--- config.mk ---
export PLATFORM = sky130hd
export DESIGN_NAME = serial_subtractor32
export DESIGN_NICKNAME = d
export VERILOG_FILES = /design/src/rtl/serial_subtractor32_pkg.sv /design/src/rtl/serial_subtractor32_sub_slice.sv /design/src/rtl/serial_subtractor32.sv
export SDC_FILE = /design/constraint.sdc
export NUM_CORES = 1
export LEC_CHECK = 0
export CORE_MARGIN = 2
export CORE_UTILIZATION = 45
export CTS_CLUSTER_DIAMETER = 50
export DETAILED_ROUTE_END_ITERATION = 8
export GPL_TIMING_DRIVEN = 0
export HOLD_SLACK_MARGIN = 0.06
export PLACE_DENSITY = 0.72
export SLEW_MARGIN = 0
export SYNTH_ARGS = -nofsm -noshare
export SYNTH_HDL_FRONTEND = slang
export SYNTH_SLANG_ARGS = --single-unit
--- constraint.sdc ---
create_clock -name clk -period 5.1 [get_ports clk]
set_clock_uncertainty 0.1 [all_clocks]
set_input_delay 1.53 -clock clk [delete_from_list [all_inputs] [get_ports clk]]
set_output_delay 1.53 -clock clk [all_outputs]
set_load 0.05 [all_outputs]
--- src/rtl/serial_subtractor32_pkg.sv ---
// Shared types and default sizing for the slice-serial subtractor.
package serial_subtractor32_pkg;

    typedef enum logic [1:0] {
        IDLE = 2'd0,
        RUN  = 2'd1,
        DONE = 2'd2
    } state_t;

    localparam int WIDTH_DEFAULT = 32;
    localparam int SLICE_DEFAULT = 8;

endpackage

--- src/rtl/serial_subtractor32_sub_slice.sv ---
// Combinational SLICE-bit ripple-borrow subtractor built from per-bit full subtractors.
module sub_slice #(
    parameter int SLICE = 8
) (
    output logic             bout,
    output logic [SLICE-1:0] d,
    input  logic [SLICE-1:0] x,
    input  logic [SLICE-1:0] y,
    input  logic             bin
);

    logic [SLICE:0] chain;

    assign chain[0] = bin;

    generate
        for (genvar gi = 0; gi < SLICE; gi++) begin : g_bit
            assign d[gi]        = x[gi] ^ y[gi] ^ chain[gi];
            assign chain[gi+1]  = (~x[gi] & y[gi]) | (~(x[gi] ^ y[gi]) & chain[gi]);
        end
    endgenerate

    assign bout = chain[SLICE];

endmodule

--- src/rtl/serial_subtractor32.sv ---
// Slice-serial subtractor: one SLICE-bit chunk per clock, LSB first, borrow carried in a register.
module serial_subtractor32
    import serial_subtractor32_pkg::*;
#(
    parameter int WIDTH  = WIDTH_DEFAULT,
    parameter int SLICE  = SLICE_DEFAULT,
    parameter int NSLICE = WIDTH / SLICE
) (
    input  logic             clk,
    input  logic             reset,
    input  logic             in_valid,
    output logic             in_ready,
    input  logic [WIDTH-1:0] a,
    input  logic [WIDTH-1:0] b,
    input  logic             borrow_in,
    output logic             out_valid,
    input  logic             out_ready,
    output logic [WIDTH-1:0] diff,
    output logic             borrow_out,
    output logic             overflow,
    output logic             zero
);

    localparam int IDXW = (NSLICE > 1) ? $clog2(NSLICE) : 1;
    localparam logic [IDXW-1:0] LAST_IDX = IDXW'(NSLICE - 1);

    state_t            state_reg;
    logic [WIDTH-1:0]  a_reg;
    logic [WIDTH-1:0]  b_reg;
    logic              borrow_reg;
    logic [IDXW-1:0]   idx_reg;
    logic [WIDTH-1:0]  diff_reg;
    logic              borrow_out_reg;
    logic              overflow_reg;
    logic              zero_reg;
    logic              in_ready_reg;
    logic              out_valid_reg;

    logic [SLICE-1:0]  a_slices [NSLICE];
    logic [SLICE-1:0]  b_slices [NSLICE];
    logic [SLICE-1:0]  slice_d;
    logic              slice_bout;
    logic [WIDTH-1:0]  diff_next;

    // Single slice datapath, steered by idx_reg; diff_next splices its result into place.
    generate
        for (genvar gi = 0; gi < NSLICE; gi++) begin : g_slice
            assign a_slices[gi] = a_reg[gi*SLICE +: SLICE];
            assign b_slices[gi] = b_reg[gi*SLICE +: SLICE];
            assign diff_next[gi*SLICE +: SLICE] =
                (idx_reg == IDXW'(gi)) ? slice_d : diff_reg[gi*SLICE +: SLICE];
        end
    endgenerate

    sub_slice #(.SLICE(SLICE)) u_slice (
        .bout (slice_bout),
        .d    (slice_d),
        .x    (a_slices[idx_reg]),
        .y    (b_slices[idx_reg]),
        .bin  (borrow_reg)
    );

    always_ff @(posedge clk) begin
        if (reset) begin
            state_reg      <= IDLE;
            a_reg          <= '0;
            b_reg          <= '0;
            borrow_reg     <= 1'b0;
            idx_reg        <= '0;
            diff_reg       <= '0;
            borrow_out_reg <= 1'b0;
            overflow_reg   <= 1'b0;
            zero_reg       <= 1'b0;
            in_ready_reg   <= 1'b1;
            out_valid_reg  <= 1'b0;
        end else begin
            unique case (state_reg)
                IDLE: begin
                    if (in_valid) begin
                        a_reg        <= a;
                        b_reg        <= b;
                        borrow_reg   <= borrow_in;
                        diff_reg     <= '0;
                        idx_reg      <= '0;
                        in_ready_reg <= 1'b0;
                        state_reg    <= RUN;
                    end
                end
                RUN: begin
                    diff_reg   <= diff_next;
                    borrow_reg <= slice_bout;
                    idx_reg    <= idx_reg + 1'b1;
                    if (idx_reg == LAST_IDX) begin
                        borrow_out_reg <= slice_bout;
                        overflow_reg   <= (a_reg[WIDTH-1] != b_reg[WIDTH-1]) &&
                                          (diff_next[WIDTH-1] != a_reg[WIDTH-1]);
                        zero_reg       <= (diff_next == '0);
                        out_valid_reg  <= 1'b1;
                        state_reg      <= DONE;
                    end
                end
                DONE: begin
                    if (out_ready) begin
                        out_valid_reg <= 1'b0;
                        in_ready_reg  <= 1'b1;
                        state_reg     <= IDLE;
                    end
                end
                default: begin
                    state_reg     <= IDLE;
                    in_ready_reg  <= 1'b1;
                    out_valid_reg <= 1'b0;
                end
            endcase
        end
    end

    assign in_ready   = in_ready_reg;
    assign out_valid  = out_valid_reg;
    assign diff       = diff_reg;
    assign borrow_out = borrow_out_reg;
    assign overflow   = overflow_reg;
    assign zero       = zero_reg;

endmodule
* Yosys cells after proc, flatten, opt, wreduce, memory -nomap -nowiden *
Cells that the tools add are included.

cells by class
  div/mod/pow operators = 0
  multipliers = 0
  muxes and demuxes = 26
  bitwise gates (word level) = 59
  reduce and logical (&&, ||, !) cells = 11
  $add $sub $neg = 1
  order comparisons = 1
  shifts and indexed selects = 0
  equality and inequality tests = 10

operators with widths
  kind                                                              number
  8-bit two-way mux                                                 8
  32-bit case mux with 2 select lines                               1
  8-bit binary-select mux with 2-bit select                         2
  32-bit logical NOT                                                1
  32-bit two-way mux                                                1
  1-bit NOT                                                         18
  1-bit AND                                                         16
  1-bit bitwise XOR                                                 16
  3-bit AND reduction                                               3
  2-bit two-way mux                                                 4
  1-bit bitwise OR                                                  8
  2-bit == test (second input constant)                             3
  2-bit != test (second input constant)                             3
  1-bit case mux with 3 select lines                                2
  2-bit case mux with 3 select lines                                1
  2-bit AND reduction                                               3
  1-bit two-way mux                                                 5
  2-bit by 1-bit == test with 1-bit output (second input constant)  2
  2-bit logical NOT                                                 2
  2-bit case mux with 2 select lines                                1
  3-bit greater-or-equal comparator (second input constant)         1
  2-bit NOT with 3-bit output                                       1
  2-bit by 1-bit adder with 2-bit output (second input constant)    1
  1-bit != test                                                     2
  other kinds (3)                                                   3

word-level totals
  memory bits (read-only) = 0
  bits in writable memories = 0
  memories = 0
  input bits = 69
  register bits after elaboration = 106
  logic and storage cells = 119
  output and inout port bits = 37
  bits in latches = 0

* Logic depth before layout (Yosys ltp) *
Gate-level depths: netlist of the first run.

  word-level depth = 24
  mapped depth = 18
  depth with buffers taken out = 16

* Modules after synthesis *
Synthesis of the first run repeated with hierarchy kept, for this count alone.

unflattened totals
  cell total of the unflattened synthesis = 524
  area, all modules = 4,545.6 um^2

modules (own cells, without submodules)
  module               cells each  seq. area each (um^2)  instances  area each (um^2)
  serial_subtractor32  498         2,122.0                1          4,317.9
  sub_slice            26          0.0                    1          227.7

* Worst setup path before layout of the first run *
OpenSTA, ideal clock, no wires.

  path kind = reg-to-reg
  from = reg idx_reg[0]
  to = reg zero_reg (netlist: zero)
  path buffers = 3
  data arrival time = 5,117 ps
  slack = -202 ps
  period minus slack after synthesis = 5,302 ps
  stages on the path, launching flop included = 19
  data required time = 4,916 ps
  library setup time = 84 ps
  path through = dfxtp_1 -> buf_2 -> buf_2 -> mux4_2 -> fa_1 -> inv_1 -> fa_1 -> fa_1 -> fa_1 -> fa_1 -> inv_1 -> fa_1 -> fa_1 -> fa_1 -> clkbuf_2 -> and4bb_1 -> o221ai_1 -> or4_1 -> o31ai_2

on the way
  cells in the longest elaborated chain, start to end = 23
  elaborated cells on any way between the ends = 68
  classes of those cells = 3 x eq/ne; 10 x mux; 52 x bitwise; 3 x reduce/logical

ends and longest elaborated chain
  what                                                          line                                                                      source
  start: declaration                                            serial_subtractor32.sv:31                                                 logic [IDXW-1:0] idx_reg;
  start signal: assignment                                      serial_subtractor32.sv:92                                                 idx_reg <= idx_reg + 1'b1;
  2-bit NOT with 3-bit output (implied by the code)             serial_subtractor32.sv:58, serial_subtractor32.sv:59
  8-bit binary-select mux with 2-bit select (on tied branches)  serial_subtractor32.sv:58, serial_subtractor32.sv:59
  8-bit two-way mux (on tied branches) (2 in series)            serial_subtractor32.sv:58, serial_subtractor32.sv:59
  1-bit bitwise XOR                                             serial_subtractor32_sub_slice.sv:18, serial_subtractor32_sub_slice.sv:19
  1-bit NOT                                                     serial_subtractor32_sub_slice.sv:19                                       assign chain[gi+1] = (~x[gi] & y[gi]) | (~(x[gi] ^ y[gi]) & chain[gi]);
  1-bit AND                                                     serial_subtractor32_sub_slice.sv:19
  1-bit bitwise OR                                              serial_subtractor32_sub_slice.sv:19
  1-bit AND                                                     serial_subtractor32_sub_slice.sv:19
  [6 not listed]                                                --
  1-bit bitwise OR                                              serial_subtractor32_sub_slice.sv:19
  1-bit AND                                                     serial_subtractor32_sub_slice.sv:19
  1-bit bitwise OR                                              serial_subtractor32_sub_slice.sv:19
  1-bit AND                                                     serial_subtractor32_sub_slice.sv:19
  1-bit bitwise OR                                              serial_subtractor32_sub_slice.sv:19
  1-bit bitwise XOR                                             serial_subtractor32_sub_slice.sv:18                                       assign d[gi] = x[gi] ^ y[gi] ^ chain[gi];
  8-bit two-way mux                                             serial_subtractor32.sv:51                                                 (idx_reg == IDXW'(gi)) ? slice_d : diff_reg[gi*SLICE +: SLICE];
  32-bit logical NOT                                            serial_subtractor32.sv:97                                                 zero_reg <= (diff_next == '0);
  end signal: assignment                                        serial_subtractor32.sv:97
  end: declaration                                              serial_subtractor32.sv:35                                                 logic zero_reg;

Several ways; a longest one is shown, not always the timed one. The select of a mux whose other input is x is not followed.
A chain may end at the register's enable or synchronous reset.

* Worst setup path after layout of the first run *
  from = reg idx_reg[0]
  to = reg overflow_reg (netlist: overflow)

on the way
  cells in the longest elaborated chain, start to end = 24
  elaborated cells on any way between the ends = 56
  classes of those cells = 2 x eq/ne; 7 x mux; 45 x bitwise; 2 x reduce/logical

ends and longest elaborated chain
  what                                                          line                                                  source
  2-bit NOT with 3-bit output (implied by the code)             serial_subtractor32.sv:58, serial_subtractor32.sv:59
  8-bit binary-select mux with 2-bit select (on tied branches)  serial_subtractor32.sv:58, serial_subtractor32.sv:59
  8-bit two-way mux (on tied branches) (2 in series)            serial_subtractor32.sv:58, serial_subtractor32.sv:59
  1-bit bitwise XOR                                             serial_subtractor32_sub_slice.sv:19
  1-bit NOT                                                     serial_subtractor32_sub_slice.sv:19
  1-bit AND                                                     serial_subtractor32_sub_slice.sv:19
  1-bit bitwise OR                                              serial_subtractor32_sub_slice.sv:19
  1-bit AND                                                     serial_subtractor32_sub_slice.sv:19
  [7 not listed]                                                --
  1-bit AND                                                     serial_subtractor32_sub_slice.sv:19
  1-bit bitwise OR                                              serial_subtractor32_sub_slice.sv:19
  1-bit AND                                                     serial_subtractor32_sub_slice.sv:19
  1-bit bitwise OR                                              serial_subtractor32_sub_slice.sv:19
  1-bit bitwise XOR                                             serial_subtractor32_sub_slice.sv:18
  8-bit two-way mux                                             serial_subtractor32.sv:51
  1-bit != test                                                 serial_subtractor32.sv:96                             (diff_next[WIDTH-1] != a_reg[WIDTH-1]);
  1-bit logical AND                                             serial_subtractor32.sv:95                             overflow_reg <= (a_reg[WIDTH-1] != b_reg[WIDTH-1]) &&
  end signal: assignment                                        serial_subtractor32.sv:95
  end: declaration                                              serial_subtractor32.sv:34                             logic overflow_reg;

Several ways; a longest one is shown, not always the timed one. The select of a mux whose other input is x is not followed.

==> summary.txt, run 1 <==
Drt
  • DR iter-0 viols: ~230
  • DRC: 0
  • Drt total wl: roughly 13000 um
  • DR pass1 iterations: 5
  • Via count: between 4000 and 5000
  • Vias per Instance: between 5 and 6
  • Final ANT Viol Nets: 0
  • Avg WL per Cell: roughly 17 um

Global routing
  • Global-route wire length before repair: between 20000 and 25000 um
  • Aggregate global-route resource usage: ~24%
  • Initial antenna violation count: 0
  • GRT overflow: 0
  • Grt met3 use: roughly 6%
  • GR peak layer: met2
  • Largest net degree at the start of global routing: 18
  • Met1 Usage GRT: about a third
  • Vias in the first global route: between 4000 and 5000
  • Met2 Usage GRT: between 30% and 40%

Placement
  • Placed cell area: between 5000 and 6000 um^2
  • Final HPWL DP: roughly 9700 um
  • IO buf count: around 100
  • Global placement routability congestion: around 0.90

Setup path
  • CP arrival: between 5 and 6 ns
  • CP Capture Type: register
  • Register-to-Register Path Depth: 17
  • Critical path startpoint: idx_reg[0]
  • Worst Path Max Fanout: 8
  • Worst Setup Start Kind: register
  • R2r setup slk: 0.06 ns
  • Path type of the worst setup path: register to register
  • Termination of the worst setup path: overflow
  • Crit path required time: roughly 5.3 ns
  • RR Startpoint: idx_reg[0]
  • RR Endpoint: overflow

Yosys
  • Dominant cells by area after synthesis: dfxtp_1 46%, nand2_1 11%, a21oi_1 7.8%
  • Post-synth top area cell: dfxtp_1
  • Sequential share of the synthesized area: between 40% and 50%
  • Main flop type after synthesis: dfxtp_1
  • Flop and latch count out of synthesis: between 100 and 150
  • Syn Nets: 605
  • Share of the synthesized area in the top cell type: about 46%
  • EDFF count, synth: 0
  • Synth Cell Area: 4610 um^2
  • Yosys cell types: 40
  • Top cells by count, synth: 136 x nand2_1, 106 x dfxtp_1, 72 x a21oi_1
  • Fraction of registers with async set/reset: 0%
  • Synthesized area per cell: between 8 and 9 um^2
  • Warnings, synthesis: 0
  • Cells after synthesis: ~520
  • Most instantiated library cell after synthesis: nand2_1

Cells and area
  • Share of layout cells above drive strength 1: 10.8%
  • Post-route cell area: just over 6000 um^2
  • Final nets: between 700 and 800
  • Layout area overhead: 33.7%
  • ANT cells: 0

Floorplanning
  • Die span in x: roughly 110 um
  • Starting Density: 46.8%
  • Core area: just under 10000 um^2
  • Rows: 36
  • Die Ht: roughly 110 um
  • IO Pins: 106
  • Die area: 11100 um^2

CTS
  • Clk_lat worst skew: 0.37 ns
  • Clk pin slew, worst setup/hold paths: 0.10 ns
  • Clk buf depth: 2
  • CTS tree: yes
  • H-tree levels: 3
  • CTS buffer count: 9
  • Clock root buffer: clkbuf_8
  • # clock sinks: 106
  • Hold buffer count at CTS: 0

Power
  • Psw: between 0.0005 and 0.0006 W
  • Int Power: 0.00136 W
  • Gate power share: between 20% and 30%
  • Pleak: about 2.2 nW
  • Worst-case vdd ir drop: roughly 0.17 mV
  • Seq pwr share: a little under half
  • Pwr dens: between 300 and 400 nW/um^2
  • Total power: 0.00195 W
  • Sw Ratio: 30.0%
  • Clock power frac: between 20% and 30%

Hold path
  • Path category of the worst min-delay check: register to register
  • Hold Path Stages: 2

Timing
  • Max Slew Vio Count: 0
  • WHS: between 0.3 and 0.4 ns
  • Tmin final: 5.04 ns
  • Relative slew margins: roughly 56%
  • Peak Freq: 198 MHz
  • Finish-stage setup viols: 0
  • Hold Fails Final Rpt: 0
  • Worst-Margin Slew: approximately 0.64 ns
  • RSZ-0062 raised after global routing: yes
  • Period utilisation layout: between 90% and 100%

Run
  • Number of max-cap violations: 0

Status
  • Status: complete, no violations
[critical path, stage by stage, from the launching register on]
cell and delay (ns):
dfxtp_2 0.36, buf_8 0.13, mux4_2 0.55, inv_2 0.08
fa_2 0.18, inv_1 0.05, fa_2 0.33, fa_2 0.35
fa_2 0.40, fa_1 0.41, inv_1 0.09, fa_2 0.21
fa_2 0.20, fa_1 0.42, clkbuf_8 0.15, buf_4 0.17
or3b_2 0.48, a311oi_2 0.28
[cell type report]
| type | count | area, um^2 |
|---|---|---|
| fill | 846 | 3690 |
| multi-input combinational | 360 | 2280 |
| sequential | 106 | 2120 |
| timing repair buffer | 110 | 1090 |
| buffer | 42 | 236 |
| tap | 133 | 166 |
| clock buffer | 12 | 165 |
| inverter | 16 | 60.1 |
| clock inverter | 4 | 55.1 |
[placed cells by master (no fill, tap or decap), types with 3 or more instances in the layout]
master	n
a21oi_1	72
a22oi_1	8
a2bb2oi_1	12
a32oi_1	13
buf_2	8
buf_4	7
clkbuf_1	26
clkbuf_8	15
clkdlybuf4s50_1	104
dfxtp_1	104
fa_2	6
ha_1	4
inv_1	15
mux2i_1	3
mux4_2	16
nand2_1	136
nand2b_1	3
nand3_1	4
nand3b_1	5
nor2_1	42
o21ai_0	3
o22ai_1	4
o31ai_1	4
or4_1	4
[through the flow]
step / cells / setup TNS (ns) / setup slack, ns / util [%]
6_report: 783 / 0 / 0.0621 / 62.6
5_1_grt: 783 / -0.0565 / -0.0565 / 62.6
4_1_cts: 783 / 0 / 0.0159 / 62.4
3_5_place_dp: 761 / -1.17 / -0.650 / 59.1
3_3_place_gp: 761 / -0.880 / -0.565 / 59.1
2_1_floorplan: 524 / 0 / 0.0154 / -
[worst min path at each step]
stage | slack (ns) | from | to
3_5_place_dp | 0.35 | b_reg[13] | b_reg[13]
5_1_grt | 0.37 | b_reg[13] | b_reg[13]
2_1_floorplan | 0.33 | a_reg[16] | a_reg[16]
3_3_place_gp | 0.34 | b_reg[6] | b_reg[6]
4_1_cts | 0.36 | b_reg[9] | b_reg[9]
6_report | 0.36 | b_reg[9] | b_reg[9]
[kinds of logic (layout without fill, tap and decap cells)]
group / Yosys count / in the layout / share of synthesized area (%)
buffers and inverters: 58 / 184 / 5.26
AOI/OAI and AO/OA: 120 / 120 / 16.2
adders and majority gates: 12 / 12 / 4.56
DFF: 106 / 106 / 46.0
and+or+nand+nor: 208 / 208 / 19.3
muxes: 20 / 20 / 8.70
[power groups by stage]
stage               Combinational, W  Clock [W]  Sequential (W)
floorplan                   0.000259          0        0.000940
detailed placement          0.000458          0        0.000913
global placement            0.000453          0        0.000911
global route                0.000532   0.000603        0.000899
finish                      0.000494   0.000560        0.000895
CTS                         0.000486   0.000558        0.000894
[routing by layer]
layer  routed length, um  share of wire [%]
met1                5600                 43
met2                6320                 48
met3                 921                7.1
met4                 201                1.5
met5                   0                  0
[repair_timing]
action | 4_1_cts | 5_1_grt
buffers inserted | 6 | 0
gates resized for setup | 16 | 6
endpoints found under the setup margin | 5 | 2
endpoints found under the hold margin | 0 | 0
pin swaps | 0 | 3
No activity file was read; power rests on OpenSTA's default activity.
==> run 2, diff against run 1 <==
- CORE_UTILIZATION: 45 -> 48
- DONT_BUFFER_PORTS: not set -> 1
- PLACE_DENSITY: 0.72 -> 0.61
==> run 2 against run 1 <==
  * Total power shrank 4.0%
  * Routed wire length down 6.6%
  * Count of clock-buffer cells in the layout fell by 2
  * Sequential share of layout area is 7.0 points higher
  * First-iteration DRC count fell by 35%
  * Core utilization down 7.2 points
  * Largest power group unchanged
==> summary.txt, run 2 (synthesized netlist as in run 1, its figures left out) <==
Setup path
  • Register-to-Register Path Depth: 18 (+1)
  • Critical Path, Cell by Cell: buf_12, buf_12, mux4_2, fa_2, inv_2, fa_2, fa_2, fa_2, fa_2, inv_2, fa_2, fa_2, fa_1, clkbuf_8, and4bb_1, o221ai_2, or4_1, o31ai_2
  • Most used cell, CP: fa_2
  • Max incr delay on CP: 0.52 ns (-0.03 ns)
  • Crit path max-delay family: adder cells
  • Critical path depth: 18 (+1)
  • Worst Setup Start Kind: register
  • Critical path startpoint: idx_reg[0]
  • RR Endpoint: zero
  • Termination of the worst setup path: zero
  • CP bufs+invs: 5 (-1)
  • RR Startpoint: idx_reg[0]
  • Path type of the worst setup path: register to register
  • Crit path required time: 5.29 ns (about the same)
  • CP arrival: 5.10 ns (-0.12 ns)
  • R2r setup slk: 0.19 ns (+0.13 ns)
  • CP Capture Type: register
  • Slowest cell on crit path: mux4_2
  • Worst Path Max Fanout: 6 (-2)

Drt
  • DR pass1 iterations: 5 (unchanged)
  • Avg WL per Cell: 18.1 um (+8.4%)
  • Drt total wl: 12200 um (-6.6%)
  • DR iter-0 viols: 151 (-35%)
  • Via count: 3750 (-13%)
  • Final ANT Viol Nets: 0 (unchanged)
  • DRC: 0 (unchanged)
  • Vias per Instance: 5.56 (+0.86%)

CTS
  • Clk pin slew, worst setup/hold paths: 0.10 ns (about the same)
  • Clock root buffer: clkbuf_8
  • # clock sinks: 106 (unchanged)
  • Clk buf depth: 2 (unchanged)
  • CTS buffer count: 9 (unchanged)
  • H-tree levels: 3 (unchanged)
  • Clk_lat worst skew: 0.37 ns (about the same)
  • CTS tree: yes

Global routing
  • Global-route wire length before repair: 19300 um (-9.4%)
  • GRT overflow: 0 (unchanged)
  • Vias in the first global route: 3741 (-11%)
  • Largest net degree at the start of global routing: 19 (+1)
  • Initial antenna violation count: 0 (unchanged)
  • Aggregate global-route resource usage: 24.2% (+0.12 points)

Cells and area
  • Fin util: 55.3% (-7.2 points)
  • Post-Layout Cell Count: 675 (-14%)
  • Post-route cell area: 5140 um^2 (-17%)
  • # fillers: 906 (+7.1%)
  • Most common cell after layout, fill and taps aside: nand2_1
  • ANT cells: 0 (unchanged)
  • Commonest cells after routing, fill and taps aside: 136 x nand2_1, 104 x dfxtp_1, 72 x a21oi_1, 42 x nor2_1, 26 x clkbuf_1
  • Share of layout cells above drive strength 1: 13.4% (+2.6 points)
  • Final nets: 622 (-14%)
  • Layout area overhead: 11.3%

Floorplanning
  • Die Ht: 102 um (-3.1%)
  • Core area: 9280 um^2 (-5.9%)
  • IO Pins: 106 (unchanged)
  • Die area: 10400 um^2 (-6.0%)
  • Die span in x: 102 um (-3.1%)
  • Rows: 35 (-2.8%)
  • Starting Density: 49.7% (+2.9 points)

Placement
  • Dpl cells: 653 (-14%)
  • Placed cell area: 4790 um^2 (-18%)
  • Final HPWL DP: 8860 um (-8.2%)
  • IO buf count: 0 (-100%)
  • Global placement routability congestion: 0.852 (-5.7%)

Timing
  • RSZ-0062 raised after global routing: no
  • Relative slew margins: 55.9% (+0.063 points)
  • Worst-Margin Slew: 0.644 ns (-0.000921 ns)
  • Tmin final: 4.91 ns (-0.127 ns)
  • Peak Freq: 204 MHz (+2.6%)
  • Finish-stage setup viols: 0 (unchanged)
  • Hold Fails Final Rpt: 0 (unchanged)
  • Period utilisation layout: 96.3% (-2.5 points)
  • WHS: 0.358 ns (-0.00107 ns)
  • Max Slew Vio Count: 0 (unchanged)

Status
  • Status: complete, no violations

Hold path
  • Hold Path Stages: 2 (unchanged)
  • Path category of the worst min-delay check: register to register

Power
  • Pleak: 1.83 nW (-18%)
  • Worst-case vdd ir drop: 0.137 mV (-19%)
  • Pwr dens: 364 nW/um^2 (+15%)

Run
  • Number of max-cap violations: 0 (unchanged)
-- run 2: cell types whose count changed in the layout (fill, tap and decap cells not counted), moves of 2 or more --
cell             previous run  this run
clkdlybuf4s50_1           104         0
buf_12                      1         3
clkbuf_8                   15        13
inv_1                      15        13
inv_2                       1         3
-- run 2: cell type report --
| type | instances | area [um^2] | share of cell area (%) |
|---|---|---|---|
| well taps | 129 | 161 | 3.14 |
| flip-flops and latches | 106 | 2130 | 41.4 |
| clock buffers | 10 | 138 | 2.68 |
| plain buffers | 42 | 241 | 4.70 |
| inverters | 16 | 60.1 | 1.17 |
| repair buffers | 6 | 57.6 | 1.12 |
| multi-input cells | 360 | 2280 | 44.4 |
| clock inverters | 6 | 72.6 | 1.41 |
-- run 2: per-layer routing --
layer	vias to the layer above	share of wire (%)	track usage (%)
met5	-	0	0
met4	0	2.0	8.00
met3	19	6.3	5.54
met2	125	48	39.3
met1	1765	44	32.2
li1	1841	-	-
-- run 2: repair_timing --
item / 4_1_cts / 5_1_grt
pin swaps: 1 / 9
hold buffers: 0 / 0
gates resized for setup: 19 / 8
endpoints found under the setup margin: 3 / 2
buffers inserted: 3 / 3
-- run 2: through the flow --
stage / setup TNS (ns) / setup slack (ns) / total power [W]
5_1_grt: 0 / 0.0307 / 0.00195
4_1_cts: 0 / 0.0178 / 0.00187
6_report: 0 / 0.189 / 0.00187
2_1_floorplan: 0 / 0.0154 / 0.00120
3_3_place_gp: -1.04 / -0.650 / 0.00130
3_5_place_dp: -1.12 / -0.692 / 0.00130
-- run 2: where the power goes --
| group | internal [W] | switching, W |
|---|---|---|
| Clock | 0.000247 | 0.000301 |
| Combinational | 0.000170 | 0.000221 |
| Sequential | 0.000869 | 0.0000638 |
-- run 2: worst min-delay path by stage --
stage / start / slack (ns) / endpoint
2_1_floorplan: a_reg[16] / 0.33 / a_reg[16]
3_3_place_gp: b_reg[6] / 0.34 / b_reg[6]
3_5_place_dp: b_reg[16] / 0.34 / b_reg[16]
4_1_cts: b_reg[16] / 0.36 / b_reg[16]
5_1_grt: a_reg[13] / 0.37 / a_reg[13]
6_report: b_reg[16] / 0.36 / b_reg[16]
-- run 2: tightest hold or removal path, delay by kind of cell, from the launching register on --
kind	cells	cell delay, ns
flops	1	0.32
simple gates	1	0.05
compound gates	1	0.05
